## src/rtl/clk_en_pkg.sv

```systemverilog
// Shared constants and helpers for the clock-enable generator.
// The divisor constants assume the 100 MHz system clock. DIV_1HZ needs
// 27 bits, which is why WIDTH defaults to 27.
package clk_en_pkg;

    localparam int DIV_25MHZ  = 4;
    localparam int DIV_500KHZ = 200;
    localparam int DIV_1KHZ   = 100000;
    localparam int DIV_1HZ    = 100000000;

    // Width of a channel index. It is at least one bit so that a
    // single-channel build still has a legal select port.
    function automatic int chWidth(input int channels);
        return (channels > 1) ? $clog2(channels) : 1;
    endfunction

endpackage

```

## src/rtl/clk_en_chan.sv

```systemverilog
// One divider channel. It holds its own divisor, a free-running counter,
// and registered tick and square-wave flops.
// A load or a restart parks the counter at zero and clears both outputs in
// the same edge. Because of this, a divisor change can never emit a runt
// tick.
module clk_en_chan
    import clk_en_pkg::*;
#(
    parameter int WIDTH       = 27,
    parameter int DEFAULT_DIV = 4
) (
    input  logic             clk_100mhz,
    input  logic             rst_n,
    input  logic             load_i,
    input  logic [WIDTH-1:0] load_val_i,
    input  logic             restart_i,
    output logic             tick_o,
    output logic             sq_o,
    output logic [WIDTH-1:0] div_o
);

    localparam logic [WIDTH-1:0] ONE       = WIDTH'(1);
    localparam logic [WIDTH-1:0] RESET_DIV = WIDTH'(DEFAULT_DIV);

    logic [WIDTH-1:0] div_q, div_d;
    logic [WIDTH-1:0] cnt_q, cnt_d;
    logic             tick_q, tick_d;
    logic             sq_q, sq_d;
    logic [WIDTH-1:0] half;

    // Next-state logic: wrap at div-1, raise the square wave once the
    // counter reaches the upper half, and let load/restart override.
    always_comb begin
        half   = div_q >> 1;
        div_d  = div_q;
        cnt_d  = '0;
        tick_d = 1'b0;
        if (div_q != '0) begin
            if (cnt_q == div_q - ONE) begin
                cnt_d  = '0;
                tick_d = 1'b1;
            end else begin
                cnt_d  = cnt_q + ONE;
            end
        end
        sq_d = (div_q != '0) && (cnt_d >= half);
        if (load_i) begin
            div_d = load_val_i;
        end
        if (load_i || restart_i) begin
            cnt_d  = '0;
            tick_d = 1'b0;
            sq_d   = 1'b0;
        end
    end

    // Channel state registers. Reset returns the divisor to its default.
    always_ff @(posedge clk_100mhz or negedge rst_n) begin
        if (!rst_n) begin
            div_q  <= RESET_DIV;
            cnt_q  <= '0;
            tick_q <= 1'b0;
            sq_q   <= 1'b0;
        end else begin
            div_q  <= div_d;
            cnt_q  <= cnt_d;
            tick_q <= tick_d;
            sq_q   <= sq_d;
        end
    end

    assign tick_o = tick_q;
    assign sq_o   = sq_q;
    assign div_o  = div_q;

endmodule

```

## src/rtl/clk_en_gen.sv

```systemverilog
// Multi-channel clock-enable generator. This level only does three things:
// it decodes divisor writes, fans the sync strobe out to every channel, and
// packs the channel outputs. All timing state lives in clk_en_chan.
module clk_en_gen
    import clk_en_pkg::*;
#(
    parameter int CHANNELS    = 4,
    parameter int WIDTH       = 27,
    parameter int DEFAULT_DIV = 4,
    parameter int CH_W        = chWidth(CHANNELS)
) (
    input  logic                      clk_100mhz,
    input  logic                      rst_n,
    input  logic                      wr_en,
    input  logic [CH_W-1:0]           wr_ch,
    input  logic [WIDTH-1:0]          wr_div,
    input  logic                      sync_i,
    output logic [CHANNELS-1:0]       tick_o,
    output logic [CHANNELS-1:0]       sq_o,
    output logic [CHANNELS*WIDTH-1:0] div_o
);

    logic [CHANNELS-1:0] loadVec;

    // Write decode. An index at or above CHANNELS matches no channel, so
    // such a write is dropped without side effects.
    always_comb begin
        loadVec = '0;
        for (int i = 0; i < CHANNELS; i++) begin
            loadVec[i] = wr_en && (wr_ch == CH_W'(i));
        end
    end

    for (genvar i = 0; i < CHANNELS; i++) begin : g_chan
        clk_en_chan #(
            .WIDTH       (WIDTH),
            .DEFAULT_DIV (DEFAULT_DIV)
        ) u_chan (
            .clk_100mhz (clk_100mhz),
            .rst_n      (rst_n),
            .load_i     (loadVec[i]),
            .load_val_i (wr_div),
            .restart_i  (sync_i),
            .tick_o     (tick_o[i]),
            .sq_o       (sq_o[i]),
            .div_o      (div_o[i*WIDTH +: WIDTH])
        );
    end

endmodule

```

## config.mk

```make
export PLATFORM = sky130hd
export DESIGN_NAME = clk_en_gen
export DESIGN_NICKNAME = d
export VERILOG_FILES = /design/src/rtl/clk_en_pkg.sv /design/src/rtl/clk_en_chan.sv /design/src/rtl/clk_en_gen.sv
export SDC_FILE = /design/constraint.sdc
export NUM_CORES = 1
export LEC_CHECK = 0
export ABC_CLOCK_PERIOD_IN_PS = 6200
export CAP_MARGIN = 20
export CORE_ASPECT_RATIO = 0.8
export CORE_UTILIZATION = 40
export CTS_CLUSTER_DIAMETER = 120
export DETAILED_ROUTE_END_ITERATION = 12
export GPL_ROUTABILITY_DRIVEN = 0
export GPL_TIMING_DRIVEN = 1
export PLACE_DENSITY = 0.65
export SLEW_MARGIN = 20
export SYNTH_ARGS = -nofsm -noshare
export SYNTH_HDL_FRONTEND = slang
export SYNTH_HIERARCHICAL = 1
export SYNTH_SLANG_ARGS = --single-unit
```

## constraint.sdc

```tcl
create_clock -name clk_100mhz -period 6.2 [get_ports clk_100mhz]
set_clock_uncertainty 0.1 [all_clocks]
set_input_delay 0.93 -clock clk_100mhz [delete_from_list [all_inputs] [get_ports clk_100mhz]]
set_output_delay 0.93 -clock clk_100mhz [all_outputs]
set_load 0.02 [all_outputs]
```

Word level (Yosys, flattened, before mapping)
Cells that the tools add are included.

Output and inout bits: 116. Flip-flop bits (word level): 224.

Magnitude comparators: 4. Equal/unequal tests: 7. Multiplexer cells: 28. Add/sub/neg operators: 8. Reductions and logical operators: 17.

Operator list (count): two-way mux 27 bit (12); adder 27 x 1 -> 27 bit (second input constant) (4); equality test 27 bit (4); >= comparator 27 x 26 -> 1 bit (4); nonzero test 27 bit (4); subtractor 27 x 1 -> 27 bit (second input constant) (4); two-way mux 1 bit (16); logical AND 1 bit (8); equality test 2 bit (second input constant) (2); logical OR 1 bit (4); equality test 2 x 1 -> 1 bit (second input constant) (1); logical NOT 2 bit (1).

Depth between registers and ports, before layout
Gate-level depths: netlist of the first run.

Depth after elaboration: 7. Mapped depth: 21.

Cells and area by module
The synthesis of the first run kept the hierarchy.

Modules (own cells, without submodules): clk_en_chan at g_chan[1].u_chan ... (cells each 488, instances 2, area an instance 4126.5 µm²); clk_en_chan at g_chan[0].u_chan (cells each 501, instances 1, area an instance 4324.1 µm²); clk_en_chan at g_chan[3].u_chan (cells each 510, instances 1, area an instance 4280.4 µm²); clk_en_gen (cells each 4, instances 1, area an instance 37.5 µm²).

Worst setup path before layout of the first run
Ideal clock, no wire load.

Kind: reg2reg. From: reg g_chan[3].u_chan.div_q[11]. To: reg g_chan[3].u_chan.sq_q. Slack: 1.134 ns. Data required time: 6.022 ns. Period minus slack after synthesis: 5.066 ns. Arrival: 4.888 ns. Stages on the path, launching flop included: 21. Path buffers: 3. Path through: dfrtp_1 clkbuf_1 or4_1 or4_1 clkbuf_1 nor3_1 xnor2_1 o2111ai_1 or4_4 a2111oi_4 buf_6 nor3_1 ha_1 nand4_1 o21ai_0 o221ai_1 a211oi_1 nor3_1 o21ai_0 o221ai_1 a21oi_1.

Cells in the longest elaborated chain, start to end: 7.

RTL lines: from (decl) (line clk_en_chan.sv:25) `logic [WIDTH-1:0] div_q, div_d;`; from (signal assigned) (line clk_en_chan.sv:65) `div_q <= div_d;`; subtractor 27 x 1 -> 27 bit (line clk_en_chan.sv:39) `if (cnt_q == div_q - ONE) begin`; equality test 27 bit (line clk_en_chan.sv:39); two-way mux 27 bit (line clk_en_chan.sv:39); two-way mux 27 bit (line clk_en_chan.sv:38) `if (div_q != '0) begin`; >= comparator 27 x 26 -> 1 bit (line clk_en_chan.sv:46) `sq_d = (div_q != '0) && (cnt_d >= half);`; logical AND 1 bit (*) (line clk_en_chan.sv:46); two-way mux 1 bit (*) (line clk_en_chan.sv:50) `if (load_i || restart_i) begin`; via g_chan[3].u_chan.sq_d (line clk_en_chan.sv:28) `logic sq_q, sq_d;`; to (signal assigned) (line clk_en_chan.sv:68) `sq_q <= sq_d;`; to (decl) (line clk_en_chan.sv:28).

The timed path passes the listed nets; every way through them passes the cells marked *. A chain may end at the register's enable or synchronous reset.

Final worst setup path of the first run
From: reg g_chan[1].u_chan.div_q[14]. To: reg g_chan[1].u_chan.sq_q.

Cells in the longest elaborated chain, start to end: 7.

RTL lines (line): from (decl) (clk_en_chan.sv:25); from (signal assigned) (clk_en_chan.sv:65); subtractor 27 x 1 -> 27 bit (clk_en_chan.sv:39); equality test 27 bit (clk_en_chan.sv:39); two-way mux 27 bit (clk_en_chan.sv:39); two-way mux 27 bit (clk_en_chan.sv:38); >= comparator 27 x 26 -> 1 bit (clk_en_chan.sv:46); logical AND 1 bit (*) (clk_en_chan.sv:46); two-way mux 1 bit (*) (clk_en_chan.sv:50); via g_chan[1].u_chan.sq_d (clk_en_chan.sv:28); to (signal assigned) (clk_en_chan.sv:68); to (decl) (clk_en_chan.sv:28).

Marks and branches as above.

==> impl_results.rst, run 1 <==
.. list-table::
   :header-rows: 1

   * - Metric
     - Value
   * - Pwr per Cell Area
     - about 250 mW/mm2
   * - Unrepaired setup endpoints after global routing
     - false
   * - Status
     - completed
   * - Ranking of synthesized cells by area
     - sky130_fd_sc_hd__dfrtp_1 33%, sky130_fd_sc_hd__ha_1 8.3%, sky130_fd_sc_hd__xnor2_1 6.3%
   * - Fraction of layout cells with a size suffix above 1
     - under 10%
   * - Synthesized instance count
     - approximately 2000
   * - Worst R2R End
     - g_chan[1].u_chan/sq_o
   * - Routed length on met1
     - 25400 um
   * - Post-placement setup slack
     - 0.300 ns
   * - Worst Path Max Fanout
     - 10
   * - Predominant post-synthesis flop cell
     - sky130_fd_sc_hd__dfrtp_1
   * - IR Drop Worst-Case VDD
     - 0.000233 V
   * - Die ar.
     - 0.0431 mm2
   * - Number of top-level pins
     - 149
   * - Min setup slack post-route
     - 0.377 ns
   * - Crit start category
     - flip-flop
   * - Final HPWL DP
     - 42400 um
   * - Instance area after placement
     - 0.0188 mm2
   * - Worst R2R Start
     - g_chan[1].u_chan/div_o[14]
   * - Data arrival time of the worst path
     - 6.12 ns
   * - Setup TNS
     - 0 ns
   * - Synthesis warning total
     - 6
   * - Row cnt
     - 66
   * - Type of destination of the critical path
     - flip-flop
   * - Ranking of synthesized cells by instance count
     - 220 x sky130_fd_sc_hd__dfrtp_1, 186 x sky130_fd_sc_hd__nand2_1, 163 x sky130_fd_sc_hd__nor2_1, 142 x sky130_fd_sc_hd__o21ai_0, 136 x sky130_fd_sc_hd__inv_1
   * - Number of maximum-capacitance constraint violations
     - 0
   * - Cell area after technology mapping
     - roughly 0.017 mm2
   * - Hold Vio Cnt, Final
     - 0
   * - Final ANT Viol Nets
     - 0
   * - Length of routed met2 wiring
     - approximately 25000 um
   * - Transition time at the pin with the least slew margin
     - 1.08 ns
   * - Synth area leader
     - sky130_fd_sc_hd__dfrtp_1
   * - Starting density of the core
     - 41.1%
   * - Type of the worst setup path
     - reg -> reg
   * - Worst reg2reg setup slack
     - 0.38 ns
   * - Pin count of the biggest net entering global routing
     - ~120
   * - Final period util
     - approximately 94%
   * - Share of the yosys chip area belonging to registers
     - 33.2%
   * - Total number of clock tree sinks
     - around 220
   * - Synth unique cells
     - 84
   * - FF+latch count, synth
     - 224
   * - Most used standard cell by instance count after synthesis
     - sky130_fd_sc_hd__dfrtp_1
   * - Placeable core region
     - 0.0411 mm2
   * - Worst-case reg-to-reg path depth
     - 16
   * - Deepest level of the CTS H-tree
     - 1
   * - TritonCTS buffer count
     - 27
   * - Overall routing resource usage
     - 26.0%
   * - Drt first-iter violations
     - between 1000 and 1500
   * - Highest metal layer with signal wires
     - met4
   * - Metal3 WL
     - 4200 um
   * - Floorplan die width
     - 232 um
   * - Top cell type's share of synthesized area
     - 32.6%
   * - Number of vias in the routed layout
     - 15600
   * - Post-route minimum period
     - 5.82 ns
   * - Data required time at the worst endpoint
     - 6.50 ns
   * - First-pass DRT Iterations
     - 5
   * - Number of global-route vias before repair
     - 15100
   * - Initial antenna violation count
     - 0
   * - Count of fill cells added during filler insertion
     - 3950
   * - Net count of the finished layout
     - 2253
   * - Post-synth EDFFs
     - 0
   * - WL per Instance
     - 20.9 um
   * - LEAKAGE
     - 0.00828 uW
   * - Clk root buf
     - sky130_fd_sc_hd__clkbuf_16
   * - Headroom to the max-slew limit
     - 27.3%
   * - Final Max Slew Viols
     - 0
   * - Power, Total
     - 4910 uW
   * - First-pass GRT wire length
     - 87300 um
   * - Class of the worst hold path
     - in -> async
   * - Clock tree from TritonCTS
     - built
   * - N_diodes
     - 0
   * - Detailed-route DRC error count
     - 0
   * - Overall die height
     - about 190 um
   * - Fmax
     - 0.172 GHz
   * - Worst skew pair latency
     - between 0.5 and 0.6 ns
   * - Post-Syn Area per Cell
     - 8.49 um2
   * - Post-synth ARST share
     - 100%
   * - P&R area growth vs syn
     - 16.3%
   * - Count of final setup violators
     - 0
   * - Post-detailed-routing wire length
     - 55900 um
   * - Overall overflow remaining after global route
     - 0
   * - Post-CTS setup repair buffer count
     - 0
   * - Post-Layout Inst Area
     - approximately 0.02 mm2
   * - Final hold slack
     - 0.264 ns
   * - Clock slew at the register clock pins of the worst setup and hold paths
     - about 0.06 ns
   * - Via density per instance
     - 5.85
   * - Number of port buffers
     - 148
   * - Syn Nets
     - 2136
   * - Buffer depth of the longest clock path
     - 3
registers in the layout, indices dropped and copies added (netlist names):
signal	flops
g_chan.u_chan/tick_o	4
g_chan.u_chan/cnt_q	108
g_chan.u_chan/div_o	108
g_chan.u_chan/sq_o	4
critical path, cell delays in order, from the launching register on:
cell and delay [ns]:
sky130_fd_sc_hd__dfrtp_1 0.49, sky130_fd_sc_hd__or4_1 0.66, sky130_fd_sc_hd__or4b_2 0.64, sky130_fd_sc_hd__a211oi_1 0.26
sky130_fd_sc_hd__o32ai_1 0.18, sky130_fd_sc_hd__nand4b_1 0.27, sky130_fd_sc_hd__a2111oi_2 0.55, sky130_fd_sc_hd__or2_1 0.37
sky130_fd_sc_hd__nor2_1 0.11, sky130_fd_sc_hd__ha_1 0.32, sky130_fd_sc_hd__a2111oi_0 0.50, sky130_fd_sc_hd__a21oi_1 0.15
sky130_fd_sc_hd__o311ai_0 0.43, sky130_fd_sc_hd__and3_1 0.25, sky130_fd_sc_hd__o21ai_0 0.08, sky130_fd_sc_hd__a21oi_1 0.20
sky130_fd_sc_hd__o22ai_1 0.12
power breakdown:
group          switching (uW)  internal, uW
Clock                     651           891
Sequential                290          1590
Combinational             881           606
layer usage:
metal  track usage (%)  up-vias
met1              36.6     7634
met2              40.4      554
met4              8.00        0
met3              4.55       89
met5                 0        -
li1                  -     7346
what timing repair did:
item                                   in CTS  in global routing
gates resized for setup                     0                  5
setup endpoints to repair                   0                  2
endpoints found under the hold margin       0                  0
hold buffers                                0                  0
cells in the final DEF (no fill, tap or decap), types with 8 or more instances in the layout:
| cell | synthesis | routed |
|---|---|---|
| sky130_fd_sc_hd__ha_1 | 112 | 112 |
| sky130_fd_sc_hd__a31oi_1 | 8 | 8 |
| sky130_fd_sc_hd__inv_1 | 136 | 136 |
| sky130_fd_sc_hd__nand2b_1 | 15 | 15 |
| sky130_fd_sc_hd__and3_1 | 42 | 42 |
| sky130_fd_sc_hd__o211ai_1 | 9 | 9 |
| sky130_fd_sc_hd__o31ai_1 | 11 | 11 |
| sky130_fd_sc_hd__nor3_1 | 132 | 132 |
| sky130_fd_sc_hd__clkdlybuf4s50_1 | 0 | 147 |
| sky130_fd_sc_hd__nor4_1 | 33 | 33 |
| sky130_fd_sc_hd__nor2_1 | 163 | 163 |
| sky130_fd_sc_hd__nor4b_1 | 10 | 10 |
| sky130_fd_sc_hd__xor2_1 | 98 | 98 |
| sky130_fd_sc_hd__or4_1 | 29 | 29 |
| sky130_fd_sc_hd__o2111ai_1 | 11 | 11 |
| sky130_fd_sc_hd__a211oi_1 | 17 | 17 |
| sky130_fd_sc_hd__or3_1 | 20 | 18 |
| sky130_fd_sc_hd__dfrtp_1 | 220 | 220 |
| sky130_fd_sc_hd__nand2_1 | 186 | 186 |
| sky130_fd_sc_hd__nor2b_1 | 8 | 8 |
| sky130_fd_sc_hd__o21a_1 | 12 | 12 |
| sky130_fd_sc_hd__and4_1 | 13 | 13 |
| sky130_fd_sc_hd__a2111oi_0 | 9 | 9 |
| sky130_fd_sc_hd__a21o_1 | 13 | 13 |
| sky130_fd_sc_hd__nor2_2 | 20 | 20 |
| sky130_fd_sc_hd__nor3b_2 | 11 | 10 |
| sky130_fd_sc_hd__o21ai_0 | 142 | 141 |
| sky130_fd_sc_hd__nand4_1 | 50 | 50 |
| sky130_fd_sc_hd__nand3_1 | 70 | 69 |
| sky130_fd_sc_hd__clkbuf_16 | 0 | 27 |
| sky130_fd_sc_hd__and2_1 | 13 | 13 |
| sky130_fd_sc_hd__buf_4 | 2 | 19 |
| sky130_fd_sc_hd__xnor2_1 | 122 | 122 |
| sky130_fd_sc_hd__a21oi_1 | 46 | 46 |
layout make-up:
type	count	area, um2	area share [%]
clock inverters	11	92.6	0.471
multi-input cells	1549	10300	52.5
clock buffers	38	757	3.85
well taps	544	681	3.46
flip-flops and latches	224	5610	28.6
inverters	136	510	2.60
repair buffers	170	1680	8.55
worst max-delay path by stage:
stage	endpoint	from	cells after the start
after detailed placement	g_chan[3].u_chan/sq_o	g_chan[3].u_chan/div_o[1]	20
final	g_chan[1].u_chan/sq_o	g_chan[1].u_chan/div_o[14]	16
after CTS	g_chan[3].u_chan/sq_o	g_chan[3].u_chan/div_o[5]	17
after global routing	g_chan[3].u_chan/sq_o	g_chan[3].u_chan/div_o[5]	17
after global placement	g_chan[3].u_chan/sq_o	g_chan[3].u_chan/div_o[1]	20
after floorplan	g_chan[3].u_chan/sq_o	g_chan[3].u_chan/div_o[11]	20
per-stage QoR:
stage	std cells	utilization, %
finish	2672	47.8
global route	2672	47.8
CTS	2672	47.7
detailed placement	2623	45.7
global placement	2623	45.7
floorplan	1991	-
logic make-up after synthesis:
group / after synthesis / synth area share (%)
AND/OR/NAND/NOR: 877 / 27.9
AO/OA/AOI/OAI: 334 / 12.8
flip-flops: 224 / 33.2
XOR/XNOR: 220 / 11.4
buffers and inverters: 218 / 5.96
adder cells (fa/ha/maj): 112 / 8.29
multiplexers: 6 / 0.363
No activity file was read; power rests on OpenSTA's default activity.
==> run 2, diff against run 1 <==
ABC_AREA = 1   (was unset)
PLACE_DENSITY = 0.64   (was 0.65)
==> impl_results.rst, run 2 <==
.. list-table::
   :header-rows: 1

   * - Metric
     - Value
   * - Starting density of the core
     - 40.7%
   * - Area of all sequential standard cells
     - 0.00561 mm2
   * - Commonest non-fill, non-tap cells in the layout
     - 676 x sky130_fd_sc_hd__nand2_1, 409 x sky130_fd_sc_hd__nor2_1, 376 x sky130_fd_sc_hd__inv_1, 220 x sky130_fd_sc_hd__dfrtp_1, 194 x sky130_fd_sc_hd__nand3_1
   * - Mux cell area share after synthesis
     - 0%
   * - Final core utilization
     - 47.1%
   * - Post-synth ARST share
     - between 90% and 100%
   * - Synth unique cells
     - 52
   * - Data required time at the worst endpoint
     - 6.59 ns
   * - Die ar.
     - 0.0502 mm2
   * - Ordered list of cells on the worst path
     - inv_1 -> ha_1 -> nand3_1 -> nor2_2 -> nand4_1 -> xor2_1 -> nor2_1 -> nand3_1 -> nor2_1 -> nand2_2 -> inv_2 -> nor2_1 -> ha_1 -> nand2_1 -> nor3_1 -> nand4_1 -> o211a_1 -> nand2_1 -> a21oi_1 -> a21oi_1
   * - Top cell type's share of synthesized area
     - 27.9%
   * - Most Frequent Cell on Critical Path
     - sky130_fd_sc_hd__nor2_1
   * - Main combinational cell family by area after synthesis
     - simple AND/OR/NAND/NOR gates
   * - Overall die height
     - 201 um
   * - Crit start category
     - flip-flop
   * - Unrepaired setup endpoints after global routing
     - false
   * - Most used standard cell by instance count after synthesis
     - sky130_fd_sc_hd__nand2_1
   * - Synthesized-area fraction occupied by ao, oa, aoi and oai cells
     - roughly 7%
   * - Count of final setup violators
     - 0
   * - Ranking of synthesized cells by instance count
     - 676 x sky130_fd_sc_hd__nand2_1, 413 x sky130_fd_sc_hd__nor2_1, 376 x sky130_fd_sc_hd__inv_1, 220 x sky130_fd_sc_hd__dfrtp_1, 195 x sky130_fd_sc_hd__nand3_1
   * - Deepest level of the CTS H-tree
     - 1
   * - FF+latch count, synth
     - 224
   * - Data arrival time of the worst path
     - 5.19 ns
   * - P&R area growth vs syn
     - 15.7%
   * - Syn Nets
     - roughly 3000
   * - Fraction of layout cells with a size suffix above 1
     - 9.02%
   * - Maximum single-stage delay on the critical path
     - 0.59 ns
   * - Clk root buf
     - sky130_fd_sc_hd__clkbuf_16
   * - Drt first-iter violations
     - 1910
   * - Worst skew pair latency
     - 0.57 ns
   * - Floorplan die width
     - 250 um
   * - Buffer depth of the longest clock path
     - 3
   * - Number of port buffers
     - 148
   * - Post-detailed-routing wire length
     - 69700 um
   * - Simple-gate area share of the yosys netlist
     - 40.9%
   * - Synthesized-area fraction occupied by adder cells
     - between 7 and 8%
   * - Status
     - completed
   * - Share of the yosys chip area belonging to registers
     - 28.4%
   * - Clock tree from TritonCTS
     - built
   * - Via density per instance
     - 5.50
   * - Headroom to the max-slew limit
     - 33.3%
   * - Number of hold-repair buffers added at the cts stage
     - 0
   * - Transition time at the pin with the least slew margin
     - 1.00 ns
   * - Instance area after placement
     - ~0.022 mm2
   * - Final HPWL DP
     - 53800 um
   * - Number of maximum-capacitance constraint violations
     - 0
   * - Predominant post-synthesis flop cell
     - sky130_fd_sc_hd__dfrtp_1
   * - WL per Instance
     - 19.0 um
   * - Row cnt
     - 72
   * - Post-CTS setup repair buffer count
     - 0
   * - Post-Layout Inst Area
     - around 0.023 mm2
   * - Ranking of synthesized cells by area
     - sky130_fd_sc_hd__dfrtp_1 28%, sky130_fd_sc_hd__nand2_1 13%, sky130_fd_sc_hd__nor2_1 7.9%
   * - Type of destination of the critical path
     - flip-flop
   * - Post-Syn Area per Cell
     - slightly below 7 um2
   * - Synthesis warning total
     - 6
   * - Number of vias in the routed layout
     - 20200
   * - Cell type group with the largest total delay on the critical path
     - simple AND/OR/NAND/NOR gates
   * - Post-Synth XOR/XNOR Area
     - 7.14%
   * - Most common library cell in the layout ignoring fill and taps
     - sky130_fd_sc_hd__nand2_1
   * - Worst Path Max Fanout
     - 30
   * - Number of global-route vias before repair
     - about 19000
   * - Overall overflow remaining after global route
     - 0
   * - Class of the worst hold path
     - in -> async
   * - Total number of clock tree sinks
     - roughly 220
   * - First-pass DRT Iterations
     - 6
   * - Setup TNS
     - 0 ns
   * - Final hold slack
     - 0.265 ns
   * - Type of the worst setup path
     - reg -> reg
   * - Clock slew at the register clock pins of the worst setup and hold paths
     - 0.07 ns
   * - IR Drop Worst-Case VDD
     - approximately 0.00021 V
   * - LEAKAGE
     - 0.0112 uW
   * - Pin count of the biggest net entering global routing
     - 95
   * - Synth area leader
     - sky130_fd_sc_hd__dfrtp_1
   * - Count of cells resized by post-cts repair
     - 0
   * - Pwr per Cell Area
     - between 200 and 250 mW/mm2
   * - Number of top-level pins
     - 149
   * - Worst path buffer plus inverter count
     - 2
   * - TritonCTS buffer count
     - 28
   * - Overall routing resource usage
     - 27.5%
   * - Slowest cell on the critical path
     - sky130_fd_sc_hd__inv_2
   * - Final Max Slew Viols
     - 0
   * - Net count of the finished layout
     - 3160
   * - Fmax
     - 0.208 GHz
   * - Detailed-route DRC error count
     - 0
   * - Cell area after technology mapping
     - 0.0197 mm2
   * - Placeable core region
     - 0.0485 mm2
   * - Post-synth EDFFs
     - 0
   * - First-pass GRT wire length
     - 109000 um
   * - Synthesized instance count
     - 2884
   * - Count of fill cells added during filler insertion
     - between 4000 and 5000
   * - Area of combinational cells with multiple inputs
     - 0.0123 mm2
   * - Final ANT Viol Nets
     - 0
   * - Post-route minimum period
     - 4.81 ns
   * - Final period util
     - 77.5%
   * - Hold Vio Cnt, Final
     - 0
   * - Initial antenna violation count
     - 1
run 2: routing by layer:
metal	global-route usage, %	share of wire [%]	vias to the layer above	wire, um
met1	38.8	44	9566	30800
met4	11.7	4.4	0	3070
met3	5.90	9.9	149	6890
met5	0	0	-	0
li1	-	-	9552	-
met2	40.5	41	914	28900
run 2: power by group:
group          leakage [uW]  internal (uW)  switching (uW)
Combinational       0.00775            635            1130
Sequential          0.00293           1590             316
Clock              0.000496           1130             737
run 2: cell families (layout without fill, tap and decap cells):
group / after synthesis / count (layout)
buf+inv: 456 / 609
fa+ha+maj: 112 / 112
simple gates: 1679 / 1679
flops: 224 / 224
xor+xnor: 154 / 154
compound gates: 259 / 259
other cells: 0 / 3
run 2: path summary, 6_finish.rpt:
kind,startpoint,cells past startpoint,endpoint,slack (ns)
worst max-delay path,g_chan[3].u_chan/div_o[0],20,g_chan[3].u_chan/sq_o,1.39
worst min-delay path,rst_n,1,g_chan[2].u_chan/tick_o,0.26
worst max register to register,g_chan[3].u_chan/div_o[0],20,g_chan[3].u_chan/sq_o,1.39
worst min register to register,g_chan[3].u_chan/div_o[2],2,g_chan[3].u_chan/div_o[2],0.49
max in group asynchronous,rst_n,2,g_chan[3].u_chan/div_o[7],4.17
min in group clk_100mhz,g_chan[3].u_chan/div_o[2],2,g_chan[3].u_chan/div_o[2],0.49
run 2: through the flow:
| stage | total power, uW | std cells | setup slack [ns] |
|---|---|---|---|
| after detailed placement | 3650 | 3614 | 1.51 |
| after global placement | 3620 | 3613 | 1.41 |
| after CTS | 5530 | 3666 | 1.47 |
| after global routing | 5800 | 3666 | 1.15 |
| after floorplan | 2900 | 2884 | 2.77 |
| final | 5530 | 3669 | 1.39 |
run 2: cell type report:
| class | instances | share of cell area [%] |
|---|---|---|
| diodes | 3 | 0.0329 |
| clock buffers | 34 | 3.48 |
| clock inverters | 18 | 1.10 |
| inverters | 399 | 6.58 |
| multi-input cells | 2204 | 53.8 |
| flip-flops and latches | 224 | 24.6 |
| well taps | 629 | 3.45 |
| repair buffers | 158 | 6.93 |
run 2: worst register-to-register path: stages (launching register included):
cell and delay, ns:
sky130_fd_sc_hd__dfrtp_1 0.44, sky130_fd_sc_hd__inv_1 0.15, sky130_fd_sc_hd__ha_1 0.38, sky130_fd_sc_hd__nand3_1 0.20
sky130_fd_sc_hd__nor2_2 0.22, sky130_fd_sc_hd__nand4_1 0.15, sky130_fd_sc_hd__xor2_1 0.17, sky130_fd_sc_hd__nor2_1 0.17
sky130_fd_sc_hd__nand3_1 0.10, sky130_fd_sc_hd__nor2_1 0.12, sky130_fd_sc_hd__nand2_2 0.26, sky130_fd_sc_hd__inv_2 0.60
sky130_fd_sc_hd__nor2_1 0.10, sky130_fd_sc_hd__ha_1 0.32, sky130_fd_sc_hd__nand2_1 0.06, sky130_fd_sc_hd__nor3_1 0.46
sky130_fd_sc_hd__nand4_1 0.26, sky130_fd_sc_hd__o211a_1 0.17, sky130_fd_sc_hd__nand2_1 0.08, sky130_fd_sc_hd__a21oi_1 0.06
sky130_fd_sc_hd__a21oi_1 0.16
==> run 3, diff against run 2 <==
ABC_CLOCK_PERIOD_IN_PS = 4740   (was 6200)
clock period = 4.74 ns   (was 6.2 ns; I/O delays follow)
==> impl_results.rst, run 3 (synthesis results as in run 2) <==
.. list-table::
   :header-rows: 1

   * - Metric
     - Value
   * - Data arrival time of the worst path
     - 4.71 ns
   * - Number of port buffers
     - 148
   * - Post-detailed-routing wire length
     - 68900 um
   * - Clk root buf
     - sky130_fd_sc_hd__clkbuf_16
   * - Worst skew pair latency
     - 0.57 ns
   * - Overall routing resource usage
     - between 20% and 30%
   * - Most common library cell in the layout ignoring fill and taps
     - sky130_fd_sc_hd__nand2_1
   * - N_diodes
     - 0
   * - Fraction of layout cells with a size suffix above 1
     - 9.17%
   * - Drt first-iter violations
     - about 1800
   * - Number of vias in the routed layout
     - 19900
   * - Count of cells resized by post-cts repair
     - 0
   * - Final HPWL DP
     - approximately 54000 um
   * - Setup TNS
     - 0 ns
   * - Type of destination of the critical path
     - flip-flop
   * - Die ar.
     - about 0.05 mm2
   * - Data required time at the worst endpoint
     - 5.11 ns
   * - Slowest cell on the critical path
     - sky130_fd_sc_hd__nor4_1
   * - Area of all sequential standard cells
     - 0.00561 mm2
   * - Overall overflow remaining after global route
     - 0
   * - Class of the worst hold path
     - in -> async
   * - First-pass GRT wire length
     - 109000 um
   * - Final ANT Viol Nets
     - 0
   * - Pin count of the biggest net entering global routing
     - ~110
   * - Post-placement setup slack
     - 0.437 ns
   * - Final period util
     - 91.4%
   * - Initial antenna violation count
     - 1
   * - Overall die height
     - around 200 um
   * - Post-route minimum period
     - 4.33 ns
   * - First-pass DRT Iterations
     - 10
   * - Worst reg2reg setup slack
     - 0.41 ns
   * - Number of hold-repair buffers added at the cts stage
     - 0
   * - Headroom to the max-slew limit
     - a little over two fifths
   * - Most Frequent Cell on Critical Path
     - sky130_fd_sc_hd__nand2_1
   * - Number of top-level pins
     - 149
   * - Commonest non-fill, non-tap cells in the layout
     - 676 x sky130_fd_sc_hd__nand2_1, 408 x sky130_fd_sc_hd__nor2_1, 376 x sky130_fd_sc_hd__inv_1, 220 x sky130_fd_sc_hd__dfrtp_1, 195 x sky130_fd_sc_hd__nand3_1
   * - Hold Vio Cnt, Final
     - 0
   * - IR Drop Worst-Case VDD
     - 0.000316 V
   * - Area of combinational cells with multiple inputs
     - between 0.01 and 0.015 mm2
   * - Status
     - completed
   * - WL per Instance
     - ~19 um
   * - Count of fill cells added during filler insertion
     - 4899
   * - Fmax
     - 0.231 GHz
   * - Clock slew at the register clock pins of the worst setup and hold paths
     - 0.07 ns
   * - TritonCTS buffer count
     - 28
   * - Count of final setup violators
     - 0
   * - Detailed-route DRC error count
     - 0
   * - Ordered list of cells on the worst path
     - inv_2 -> ha_1 -> nand2_4 -> nor2_4 -> nand4_1 -> nand2_1 -> nand2_1 -> nor2_1 -> nand2_1 -> nor2_2 -> nand3_4 -> nand3_1 -> inv_1 -> ha_1 -> nand2_1 -> nor4_1 -> nand3_1 -> nand2_1 -> a21oi_1 -> nand2_1 -> a21oi_1 -> a21oi_1
   * - Net count of the finished layout
     - between 3000 and 4000
   * - LEAKAGE
     - 0.0112 uW
   * - Starting density of the core
     - 40.7%
   * - Floorplan die width
     - 250 um
   * - Row cnt
     - 72
   * - Transition time at the pin with the least slew margin
     - between 0.8 and 0.9 ns
   * - Maximum single-stage delay on the critical path
     - 0.45 ns
   * - Post-CTS setup repair buffer count
     - 0
   * - Number of global-route vias before repair
     - slightly below 20000
   * - Clock tree from TritonCTS
     - built
   * - Number of maximum-capacitance constraint violations
     - 0
   * - Worst Path Max Fanout
     - 27
   * - Type of the worst setup path
     - reg -> reg
   * - Crit start category
     - flip-flop
   * - P&R area growth vs syn
     - 15.4%
   * - Min setup slack post-route
     - 0.409 ns
   * - Final Max Slew Viols
     - 0
   * - Deepest level of the CTS H-tree
     - 1
   * - Pwr per Cell Area
     - around 300 mW/mm2
   * - Placeable core region
     - 0.0485 mm2
   * - Unrepaired setup endpoints after global routing
     - false
   * - Buffer depth of the longest clock path
     - 3
   * - Total number of clock tree sinks
     - around 220
   * - Via density per instance
     - 5.42
==> run 3: cell count changes in the layout (fill, tap and decap cells not counted), moves of 2 or more <==
cell / before / now
sky130_fd_sc_hd__clkbuf_1: 0 / 3
sky130_fd_sc_hd__buf_4: 9 / 14
sky130_fd_sc_hd__inv_6: 3 / 1
sky130_fd_sc_hd__bufinv_16: 5 / 1
sky130_fd_sc_hd__clkinvlp_4: 6 / 3
sky130_fd_sc_hd__clkbuf_8: 5 / 3
sky130_fd_sc_hd__clkinv_2: 2 / 8
sky130_fd_sc_hd__diode_2: 3 / 0
==> run 3: power by group <==
group	internal, uW	leakage (uW)	switching, uW	total (uW)
clock network	1230	0.000453	929	2160
registers	2080	0.00293	408	2490
logic	835	0.00778	1480	2310
total	4140	0.0112	2810	6950
==> run 3: cell type report <==
cell class              count  share of cell area (%)
clock inverters            17                   0.621
well taps                 629                    3.46
flip-flops and latches    224                    24.7
inverters                 399                    6.60
multi-input cells        2204                    54.0
repair buffers            164                    7.20
clock buffers              35                    3.42
==> run 3: worst paths after layout <==
kind | start | end | depth (start not counted)
setup / recovery | g_chan[2].u_chan/div_o[0] | g_chan[2].u_chan/sq_o | 22
hold / removal | rst_n | g_chan[2].u_chan/tick_o | 1
min in group clk_100mhz | g_chan[3].u_chan/div_o[2] | g_chan[3].u_chan/div_o[2] | 2
setup reg to reg | g_chan[2].u_chan/div_o[0] | g_chan[2].u_chan/sq_o | 22
max in group asynchronous | rst_n | g_chan[3].u_chan/div_o[2] | 2
hold reg to reg | g_chan[3].u_chan/div_o[2] | g_chan[3].u_chan/div_o[2] | 2
==> run 3: through the flow <==
stage	utilization [%]	cell area [um2]	cells	total power, uW	hold WS, ns
after CTS	46.9	22700	3671	6960	0.126
final	47.0	22800	3672	6950	0.0918
after floorplan	-	19700	2884	3800	0.315
after detailed placement	45.0	21800	3619	4770	0.469
after global routing	47.0	22800	3672	7330	0.161
after global placement	45.0	21800	3619	4740	0.467
==> run 3: metal layers <==
metal	GRT usage (%)	vias up	share of wire, %
li1	-	9580	-
met4	6.13	0	2.3
met2	42.1	828	43
met3	5.26	88	9.4
met1	39.4	9417	46
met5	0	-	0
==> run 3: critical path: cells and delay by family (launching register included) <==
family | cells | cell delay (ns)
adder cells (fa/ha/maj) | 2 | 0.58
buffers and inverters | 2 | 0.22
AO/OA/AOI/OAI | 3 | 0.25
AND/OR/NAND/NOR | 15 | 2.62
flip-flops | 1 | 0.44
